===== src/rtl/pipe_stall_ctrl.sv =====
// Stall/flush sequencer for the 5-stage pipeline: freezes everything on outstanding
// data-memory accesses, inserts load-use bubbles, flushes IF/ID on taken branches.
module pipe_stall_ctrl #(
    parameter int TIMEOUT_CYCLES = 64,
    parameter int CNT_W          = 32
) (
    input  logic             clk_i,
    input  logic             rst_i,
    input  logic             mem_req_i,
    input  logic             mem_ack_i,
    output logic             mem_start_o,
    input  logic             ID_EX_MemRead_i,
    input  logic [4:0]       ID_EX_Rt_i,
    input  logic [4:0]       IF_ID_Rs_i,
    input  logic [4:0]       IF_ID_Rt_i,
    input  logic             branch_taken_i,
    output logic             pcEnable_o,
    output logic             pc_write_o,
    output logic             if_id_write_o,
    output logic             if_id_flush_o,
    output logic             id_ex_bubble_o,
    output logic             err_o,
    output logic [CNT_W-1:0] stall_cnt_o
);

    localparam int WAIT_W = $clog2(TIMEOUT_CYCLES) + 1;

    typedef enum logic [1:0] {RUN, MISS, ERROR} state_t;

    state_t              state;
    logic [WAIT_W-1:0]   wait_cnt;
    logic                mem_stall;
    logic                load_use;

    function automatic logic [CNT_W-1:0] sat_inc(input logic [CNT_W-1:0] v);
        return (&v) ? v : v + CNT_W'(1);
    endfunction

    always_comb begin
        mem_stall = 1'b0;
        case (state)
            RUN:     mem_stall = mem_req_i && !mem_ack_i;
            MISS:    mem_stall = !mem_ack_i;
            default: mem_stall = 1'b1;
        endcase
    end

    assign load_use = ID_EX_MemRead_i && (ID_EX_Rt_i != 5'd0) &&
                      ((ID_EX_Rt_i == IF_ID_Rs_i) || (ID_EX_Rt_i == IF_ID_Rt_i));

    assign mem_start_o = (state == RUN) && mem_req_i;
    assign pcEnable_o  = !mem_stall;

    // A memory stall freezes everything without a bubble; a load-use hazard defers any branch.
    always_comb begin
        pc_write_o     = 1'b1;
        if_id_write_o  = 1'b1;
        if_id_flush_o  = 1'b0;
        id_ex_bubble_o = 1'b0;
        if (mem_stall) begin
            pc_write_o    = 1'b0;
            if_id_write_o = 1'b0;
        end else if (load_use) begin
            pc_write_o     = 1'b0;
            if_id_write_o  = 1'b0;
            id_ex_bubble_o = 1'b1;
        end else if (branch_taken_i) begin
            if_id_flush_o = 1'b1;
        end
    end

    always_ff @(posedge clk_i) begin
        if (rst_i) begin
            state       <= RUN;
            wait_cnt    <= '0;
            err_o       <= 1'b0;
            stall_cnt_o <= '0;
        end else begin
            if (mem_stall)
                stall_cnt_o <= sat_inc(stall_cnt_o);
            case (state)
                RUN: begin
                    if (mem_req_i && !mem_ack_i) begin
                        state    <= MISS;
                        wait_cnt <= WAIT_W'(1);
                    end
                end
                MISS: begin
                    // Ack on the last allowed cycle takes precedence over the timeout.
                    if (mem_ack_i) begin
                        state <= RUN;
                    end else if (wait_cnt == WAIT_W'(TIMEOUT_CYCLES - 1)) begin
                        state <= ERROR;
                        err_o <= 1'b1;
                    end else begin
                        wait_cnt <= wait_cnt + WAIT_W'(1);
                    end
                end
                default: begin
                    state <= ERROR;
                    err_o <= 1'b1;
                end
            endcase
        end
    end

endmodule

===== config.mk =====
export PLATFORM = sky130hd
export DESIGN_NAME = pipe_stall_ctrl
export DESIGN_NICKNAME = d
export VERILOG_FILES = /design/src/rtl/pipe_stall_ctrl.sv
export SDC_FILE = /design/constraint.sdc
export NUM_CORES = 1
export LEC_CHECK = 0
export CAP_MARGIN = 5
export CORE_ASPECT_RATIO = 0.6
export CORE_UTILIZATION = 43
export DETAILED_ROUTE_END_ITERATION = 6
export PLACE_DENSITY = 0.82
export SLEW_MARGIN = 20
export SYNTH_ARGS = -nofsm -noshare
export SYNTH_HDL_FRONTEND = slang
export SYNTH_SLANG_ARGS = --single-unit

===== constraint.sdc =====
create_clock -name clk_i -period 2.2 [get_ports clk_i]
set_clock_uncertainty 0.2 [all_clocks]
set_input_delay 0.22 -clock clk_i [delete_from_list [all_inputs] [get_ports clk_i]]
set_output_delay 0.22 -clock clk_i [all_outputs]
set_load 0.02 [all_outputs]

# --- Yosys cells after proc, flatten, opt, wreduce, memory -nomap -nowiden ---
# Cells that the tools add are included.
word_totals:
  ff_bits: 42
  wordCells: 51
op_classes:
  addsub: 2
  eq_ne: 9
  n_mux: 19
  n_bitwise: 2
  reduce_logical: 15
ops:
  columns: ["cell", "count"]
  rows:
  - ["$add 32x1->32 const B", 1]
  - ["$reduce_and 32->1", 1]
  - ["$mux 7", 3]
  - ["$pmux 7 s2", 1]
  - ["$eq 5x5->1", 2]
  - ["$mux 1", 9]
  - ["$ne 2x2->1 const B", 4]
  - ["$add 7x1->7 const B", 1]
  - ["$eq 7x6->1 const B", 1]
  - ["$mux 2", 3]
  - ["$reduce_bool 5->1", 1]
  - ["$logic_and 1x1->1", 4]
  - ["$pmux 1 s2", 2]
  - ["$pmux 2 s2", 1]
  - ["$reduce_and 2->1", 2]
  - ["$reduce_and 4->1", 1]
  - ["$ne 3x3->1 const B", 1]
  - ["$reduce_and 3->1", 1]
  - ["$eq 2x1->1 const B", 1]
  - ["$logic_not 1->1", 2]
  - ["$logic_not 2->1", 1]
  - ["$not 1->1", 2]
  - ["$reduce_bool 2->1", 1]
  - ["$logic_or 1x1->1", 1]

# --- Longest topological paths before layout ---
# Gate-level depths: netlist of run 1.
logic_depth:
  ltp_word: 5
  depth_mapped: 8

# --- Worst setup path before layout of run 1 ---
# Ideal clock, no wire load.
synth_timing:
  kind: "reg-to-reg"
  startpoint: "register stall_cnt_o[19]"
  endpoint: "register stall_cnt_o[31]"
  setup_ps: 70
  arrival_time_ps: 2169
  path_slack_ps: -240
  path_stages_with_launch: 6
  path_buffers: 0
  synth_period_minus_slack_ps: 2440
  path_cell_list: "dfxtp_1 -> nand4_2 -> or4_4 -> or4b_4 -> or3_1 -> a21oi_1"
synth_between:
  elab_chain_len: 3
  elab_cells_between_ends: 4
  cone_classes: "1 x add/sub; 1 x bitwise; 2 x reduce/logical"
synth_lines:
  columns: ["element", "line_no", "text"]
  rows:
  - ["from (decl)", "23", "output logic [CNT_W-1:0] stall_cnt_o"]
  - ["from (signal assigned)", "80", "stall_cnt_o <= sat_inc(stall_cnt_o);"]
  - ["branches (longest 3 deep; another with $add 32x1->32)", null, null]
# Parallel ways; which one is timed is not known.
# A chain may end at the register's enable or synchronous reset.

# --- Final worst setup path of run 1 ---
layout_timing:
  startpoint: "register stall_cnt_o[21]"
  endpoint: "register stall_cnt_o[29]"
# Same word-level chain as after synthesis.

==> results.yml, run 1 <==
synthesis:
  synth-seq-cells: 42
  netlist_area_um2: 2225
  ys_seq_area_share_pct: 37.80
  syn-instance-count: 276
  avgSynthCellArea_um2: 8.060
  ys_warn_count: 0
  synth-edff-count: 0
  async_reset_ff_share_pct: 0
  yosysUniqueCellTypes: 47
  synth_area_leaders: "dfxtp_1, a21oi_1, or3_1"
  synth_area_leader_cell: "dfxtp_1"
  synth_ff_type: "dfxtp_1"
  syn-num-nets: 299
  synth_top_cell_area_share_pct: 37.80
routing:
  antenna_left: 0
  via_per_inst: 6.060
  drc: 0
  totalWireLength_um: 7972
  dr_total_vias: 2733
  drtPass1Iterations: 6
  drt_iter0_drc: 279
  routedWlPerCell_um: 17.68
die:
  num_io_pins: 60
  core-area_um2: 4778
  floorplan.rows: 19
  die_h_um: 57.72
  die_w_um: 94.86
  start_util_pct: 46.56
  dieArea_um2: 5475
min_path:
  holdCritPathClass: "reg2reg"
power_and_ir_drop:
  p_leak_uw: 0.001332
  power_density_nw_per_um2: 425.1
  peakVddDrop_v: 0.0002992
clock_tree:
  worstSkewPairLatency_ns: 0.31
  postCtsHoldBufs: 0
  htree_levels: 2
  cts_buffers: 5
  cts_tree: "done"
  numClockSinks: 42
  clkTransAtPathRegs_ns: 0.09
  cts_buffer_depth: 2
  root_buffer: "clkbuf_8"
run_status:
  violations: "setup timing"
  status: "complete, but fails checks"
placement:
  dp.cells: 439
  gp_congestion: 0.8822
  hpwl_um: 5389
  io_buffers: 59
timing:
  worst_slack_ns: -0.06643
  whs_ns: 0.2805
  rsz0062_at_grt: "true"
  hold_viol: 0
  setup_viol: 3
  period_share_pct: 103.0
  fmax_mhz: 441.2
  report.final.slew_viol_count: 0
  relSlewSlack_pct: 66.75
  tightest_slew_ns: 0.4942
  fin_crit_ns: 2.266
global_routing:
  grt_pass1_wl_um: 11310
  grt.total_usage_pct: 27.08
  antenna_found_initial: 0
  grt_pass1_vias: 2305
  grt_overflow: 0
  grt_max_degree: 23
cells_and_area:
  num_antenna_cells: 0
  fin_cells: 451
  drive_above_1_share_pct: 29.90
  nets: 410
  final_cell_mix: "buf_4, clkdlybuf4s50_1, a21oi_1"
  layout_commonest_cell: "buf_4"
  syn_to_final_growth_pct: 59.62
critical_path:
  required_ns: 2.25
  worstPathArrival_ns: 2.31
  crit_type: "reg2reg"
  start_kind: "flip-flop"
  cp-end-kind: "flip-flop"
  worstPathMaxFanout: 5
run:
  maxCapViolCount: 0
[cell families (layout without fill, tap and decap cells)]
kind of cell    after synthesis  in the layout  share of synthesized area [%]
compound gates               75             75                          20.25
buf+inv                      22            134                          3.937
xor+xnor                     13             13                          5.118
simple gates                120            120                          30.82
mux                           2              2                         0.9561
fa+ha+maj                     2              2                          1.125
flops                        42             42                          37.80
[through the flow]
step | power [uW] | TNS, ns | setup slack, ns | instance area, um2 | utilization [%]
floorplan | 844.4 | -0.05870 | -0.01962 | 2307 | -
global route | 1546 | -0.3497 | -0.09940 | 3551 | 74.31
detailed placement | 943.1 | -4.120 | -0.5569 | 3322 | 69.52
CTS | 1499 | -0.1370 | -0.05127 | 3445 | 72.09
finish | 1510 | -0.1691 | -0.06643 | 3551 | 74.31
global placement | 939.7 | -3.200 | -0.3964 | 3322 | 69.52
[state kept, by name, indices dropped and copies added (netlist names)]
signal / count
stall_cnt_o: 32
wait_cnt: 7
state: 2
err_o: 1
[timing repair]
item	in CTS	in global routing
endpoints found under the setup margin	13	22
pin swaps	6	10
endpoints found under the hold margin	0	0
gates resized for setup	24	31
buffers inserted	2	1
gates cloned	0	1
[worst max-delay path: stages (launching register included)]
cell     delay [ns]
dfxtp_4        0.38
nand4_4        0.12
or4_4          0.50
or4b_4         0.53
or3_1          0.33
a21oi_1        0.15
[metal layers]
metal  vias to the layer above  routed length (um)  track usage (%)
li1                       1254                   -                -
met1                      1286                3528            38.80
met2                       160                3515            41.42
met3                        33                 739            5.643
met4                         0                 188            7.143
met5                         -                   0                0
[path summary, 6_finish.rpt]
check	startpoint	end	slack [ns]	depth (start not counted)
max	stall_cnt_o[21]	stall_cnt_o[29]	-0.07	5
min	err_o	err_o	0.28	2
min reg2reg	err_o	err_o	0.28	2
max reg2reg	stall_cnt_o[21]	stall_cnt_o[29]	-0.07	5
[final cells by class]
class	count	area [um2]
clock inverters	1	7.507
flip-flops and latches	42	908.4
inverters	10	37.54
multi-input cells	212	1406
clock buffers	7	97.59
fillers	344	1227
repair buffers	116	1015
well taps	63	78.83
[synthesized netlist by cell type, types with 3 or more instances]
library cell / n
a31oi_1: 3
o21ai_0: 20
or4_1: 6
dfxtp_1: 42
nor3_1: 10
o31ai_1: 7
nand2_1: 15
xnor2_1: 6
nand3_1: 14
nor4_1: 4
and4_1: 7
and3_1: 5
inv_1: 10
clkbuf_1: 9
or3_1: 17
a21oi_1: 30
nor2_1: 21
and2_1: 4
nand4_1: 6
xor2_1: 7
[power by group]
part	internal, uW	switching (uW)
logic	92.9	90.0
clock network	293	283
registers	746	4.42
total	1130	378
Power figures use the tool's default switching activity.
==> run 2: changes to the inputs <==
Settings changed: CAP_MARGIN 5 to 10.
==> results of run 2 <==
The final DEF is identical to that of run 1; final timing and power are the same.
==> edit 1 (settings of run 2) <==
Set the parameter `TIMEOUT_CYCLES` to 128 (it was 64).
--- a/src/rtl/pipe_stall_ctrl.sv
+++ b/src/rtl/pipe_stall_ctrl.sv
@@ -3,3 +3,3 @@
 module pipe_stall_ctrl #(
-    parameter int TIMEOUT_CYCLES = 64,
+    parameter int TIMEOUT_CYCLES = 128,
     parameter int CNT_W          = 32
Function: same outputs for any inputs over 10 cycles, from zero or initial values and one cycle with rst_i high; that may be too few to reach the edited logic, so the function may still have changed.
==> edit 1 against run 2 <==
  * Area after synthesis up 3.5%
  * Sequential cell count grew 1
  * Sequential power up 4.8%
  * Cell area down 5.9%
  * Highest routed layer unchanged
  * Worst hold slack worse by 2.9 ps
  * Critical endpoint is now stall_cnt_o[2]$_SDFFE_PP0P_
  * Sequential share of layout area grew 0.63 points
  * Worst setup slack gained 130 ps
  * Critical path type unchanged
  * Die area is 3.4% higher
  * Total power down 3.1%
  * First-iteration DRC count shrank 48%
  * Wire length shrank 17%
  * Clock power is 14% lower
==> edit 1: results (changes against run 2) <==
Status
  – Outcome: complete, no violations (was finished, violations left)

Synth
  – Syn Area/Cell: 8.29 um2 (was 8.06 um2)
  – Mux contribution to synthesized area: 0.435% (was 0.956%)
  – Seq/Total Area, Yosys: 37.4% (was 37.8%)
  – Top post-synthesis cells by count: 43 x dfxtp_1, 28 x a21oi_1, 23 x nand2_1 (was 42 x dfxtp_1, 30 x a21oi_1, 21 x nor2_1)
  – Compound-Gate Fraction of Synth Area: 18.3% (was 20.2%)

Clock network
  – Post-CTS Setup Bufs: 0 (was 2)

Final layout
  – Post-route cell area: 3340 um2 (was 3550 um2)
  – Top flop regs: stall_cnt_o x32, wait_cnt x8, state x2 (was stall_cnt_o x32, wait_cnt x7, state x2)
  – Multi-input gate area: 1410 um2 (about the same)
  – Final net count: 393 (was 410)
  – Layout clock buffer count: 6 (was 7)
  – FF+latch area: 876 um2 (was 908 um2)

Drt
  – Detailed Route Iter0 Violations: 145 (was 279)
  – Routed wire per std cell: 15.2 um (was 17.7 um)
  – DR pass1 iterations: 4 (was 6)

Worst setup path
  – Slowest stage delay, CP: 420 ps (was 530 ps)
  – Slowest CP cell: o41ai_4 (was or4b_4)
  – Largest fanout on the critical path: 6 (was 5)
  – FF-to-FF End: stall_cnt_o[2]$_SDFFE_PP0P_ (was stall_cnt_o[29]$_SDFFE_PP0P_)
  – Worst setup startpoint: stall_cnt_o[10]$_SDFFE_PP0P_ (was stall_cnt_o[21]$_SDFFE_PP0P_)

Place
  – Post-DP HPWL: 4940 um (was 5390 um)
  – Placed Cells: 427 (was 439)

Timing
  – Rel. slew slack: 68.0% (was 66.7%)
  – Finish-stage setup viols: 0 (was 3)
==> edit 1: how the worst min path moves through the flow <==
stage,from,slack [ps],endpoint,cells after the start
after floorplan,rst_i,190,stall_cnt_o[27]$_SDFFE_PP0P_,2
after global placement,wait_cnt[1]$_SDFFE_PP0P_,260,wait_cnt[1]$_SDFFE_PP0P_,2
after detailed placement,err_o$_SDFFE_PP0P_,270,err_o$_SDFFE_PP0P_,1
after CTS,wait_cnt[1]$_SDFFE_PP0P_,280,wait_cnt[1]$_SDFFE_PP0P_,2
after global routing,stall_cnt_o[13]$_SDFFE_PP0P_,300,stall_cnt_o[13]$_SDFFE_PP0P_,2
final,wait_cnt[1]$_SDFFE_PP0P_,280,wait_cnt[1]$_SDFFE_PP0P_,2
==> edit 1: layer usage <==
metal	vias up	track usage, %	part of all wire, %
met5	-	0	0
met2	85	34.9	43
met1	1164	35.9	48
met4	0	7.98	1.7
li1	1223	-	-
met3	12	5.81	6.9
==> edit 2 (settings of run 2) <==
Without the edit above. Encoding of `state_t`: now one-hot (3 bits for 3 states).
--- a/src/rtl/pipe_stall_ctrl.sv
+++ b/src/rtl/pipe_stall_ctrl.sv
@@ -27,3 +27,3 @@
 
-    typedef enum logic [1:0] {RUN, MISS, ERROR} state_t;
+    typedef enum logic [2:0] {RUN = 3'b001, MISS = 3'b010, ERROR = 3'b100} state_t;
 
Behaviour: no difference found for any inputs over 10 cycles, from zero or initial values and one cycle with rst_i high; not proved beyond that.
==> edit 2 against run 2 <==
  * Count of clock-buffer cells in the layout shrank 1
  * Die area grew 11%
  * Final cell count grew 12%
  * Sequential cell count grew 1
  * Worst setup slack gained 130 ps
  * Area after synthesis grew 12%
  * Cell area grew 7.6%
  * Total power grew 10%
  * Wire length grew 0.25%
  * Critical endpoint is now stall_cnt_o[4]$_SDFFE_PP0P_
  * Highest routed layer unchanged
==> edit 2: results (changes against run 2) <==
Synth
  – Mux contribution to synthesized area: 3.13% (was 0.956%)
  – Syn_nets: 329 (was 299)
  – Adder-Cell Fraction of Synth Area: 1.01% (was 1.12%)
  – Count of cell types in the netlist: 46 (was 47)
  – Post-Synth XOR/XNOR Area: 3.53% (was 5.12%)
  – Compound-Gate Fraction of Synth Area: 20.0% (was 20.2%)
  – Seq/Total Area, Yosys: 34.7% (was 37.8%)
  – Most area-consuming cells after synthesis: dfxtp_1 35%, a21oi_1 6.9%, or4_1 6.4% (was dfxtp_1 38%, a21oi_1 6.7%, or3_1 4.8%)
  – Top post-synthesis cells by count: 43 x dfxtp_1, 34 x a21oi_1, 21 x or4_1 (was 42 x dfxtp_1, 30 x a21oi_1, 21 x nor2_1)

Timing
  – Final hold slack: 250 ps (was 280 ps)
  – Final hold violation count: 0 (unchanged)
  – Rel. slew slack: 70.4% (was 66.7%)

Place
  – Post-DP HPWL: 5720 um (was 5390 um)
  – Place WS: -537 ps (was -557 ps)
  – Final GP Congestion: 0.804 (was 0.882)

Power and ir drop
  – Leakage power: 1.36 nW (was 1.33 nW)
  – Worst vdd ir: 0.000227 V (was 0.000299 V)

Clock network
  – Cts repair resizes: 29 (was 24)
  – Clock-pin slew on the worst setup and hold paths: 80 ps
  – Clock Tree Root: clkbuf_8 (unchanged)
  – Worst skew pair latency: 300 ps
  – Post-CTS Setup Bufs: 3 (was 2)

Status
  – Outcome: complete, no violations (was finished, violations left)

Global routing
  – GR Util All Layers: 26.1% (was 27.1%)
  – Global-route wire length before repair: 12400 um (was 11300 um)
  – Largest net degree at the start of global routing: 34 (was 23)
  – Vias in the first global route: 2678 (was 2305)

Worst setup path
  – Worst r2r src: stall_cnt_o[5]$_SDFFE_PP0P_ (was stall_cnt_o[21]$_SDFFE_PP0P_)
  – FF-to-FF End: stall_cnt_o[4]$_SDFFE_PP0P_ (was stall_cnt_o[29]$_SDFFE_PP0P_)
  – Slowest CP cell: or4_1 (was or4b_4)
  – Reg2Reg Depth: 8 (was 5)
  – Largest fanout on the critical path: 10 (was 5)
  – Slowest stage delay, CP: 480 ps (was 530 ps)
  – CP Data Arrival Time: 2170 ps (was 2310 ps)
  – Flop2flop setup slack: 60 ps (was -70 ps)

Final layout
  – Filler cell count: 440 (was 344)
  – Top flop regs: stall_cnt_o x32, wait_cnt x7, state x3 (was stall_cnt_o x32, wait_cnt x7, state x2)
  – Share of layout cells above drive strength 1: 29.5% (was 29.9%)
  – Final net count: 450 (was 410)

Drt
  – DR pass1 iterations: 5 (was 6)
  – Detailed Route Iter0 Violations: 206 (was 279)
  – Detailed Route WL: 7990 um (was 7970 um)
  – Vias: 2953 (was 2733)

Flow run
  – Max cap viols: 0 (unchanged)

Hold path
  – WHS Path Cells: 2 (unchanged)
==> edit 2: report_power, final <==
part | internal [mW] | switching, mW
Combinational | 0.153 | 0.175
Clock | 0.247 | 0.282
Sequential | 0.796 | 0.0112
Total | 1.20 | 0.468
==> edit 2: routing by layer <==
metal	share of wire [%]	routed length, um	GRT usage, %
met4	1.1	90	8.07
met3	7.5	597	5.99
met2	44	3540	43.5
met1	47	3760	34.4
met5	0	0	0
==> edit 2: final cells by class <==
type / count / area share (%)
Timing Repair Buffer: 129 / 29.4
Sequential cell: 43 / 23.0
Clock buffer: 6 / 2.16
Tap cell: 80 / 2.62
Inverter: 9 / 0.884
Clock inverter: 1 / 0.131
Multi-Input combinational cell: 239 / 41.8
==> edit 2: worst max-delay path by stage <==
stage / from / endpoint / slack (ps) / cells after the start
floorplan: stall_cnt_o[2]$_SDFFE_PP0P_ / stall_cnt_o[20]$_SDFFE_PP0P_ / -6 / 6
global placement: ID_EX_Rt_i[1] / if_id_flush_o / -430 / 6
detailed placement: ID_EX_Rt_i[3] / if_id_flush_o / -540 / 6
CTS: ID_EX_Rt_i[1] / if_id_flush_o / 1 / 6
global route: stall_cnt_o[5]$_SDFFE_PP0P_ / stall_cnt_o[28]$_SDFFE_PP0P_ / -20 / 6
finish: stall_cnt_o[5]$_SDFFE_PP0P_ / stall_cnt_o[4]$_SDFFE_PP0P_ / 60 / 8
==> edit 2: stage by stage <==
step / cell area, um2 / std cells / TNS, ps
floorplan: 2490 / 306 / -6.48
global placement: 3630 / 496 / -4590
detailed placement: 3630 / 496 / -6660
CTS: 3740 / 506 / 0
global route: 3820 / 507 / -41.9
finish: 3820 / 507 / 0
==> edit 2: tightest hold or removal path, stage by stage, from the launching register on <==
cell,delay [ps]
dfxtp_1,310
inv_1,50
a21oi_1,50
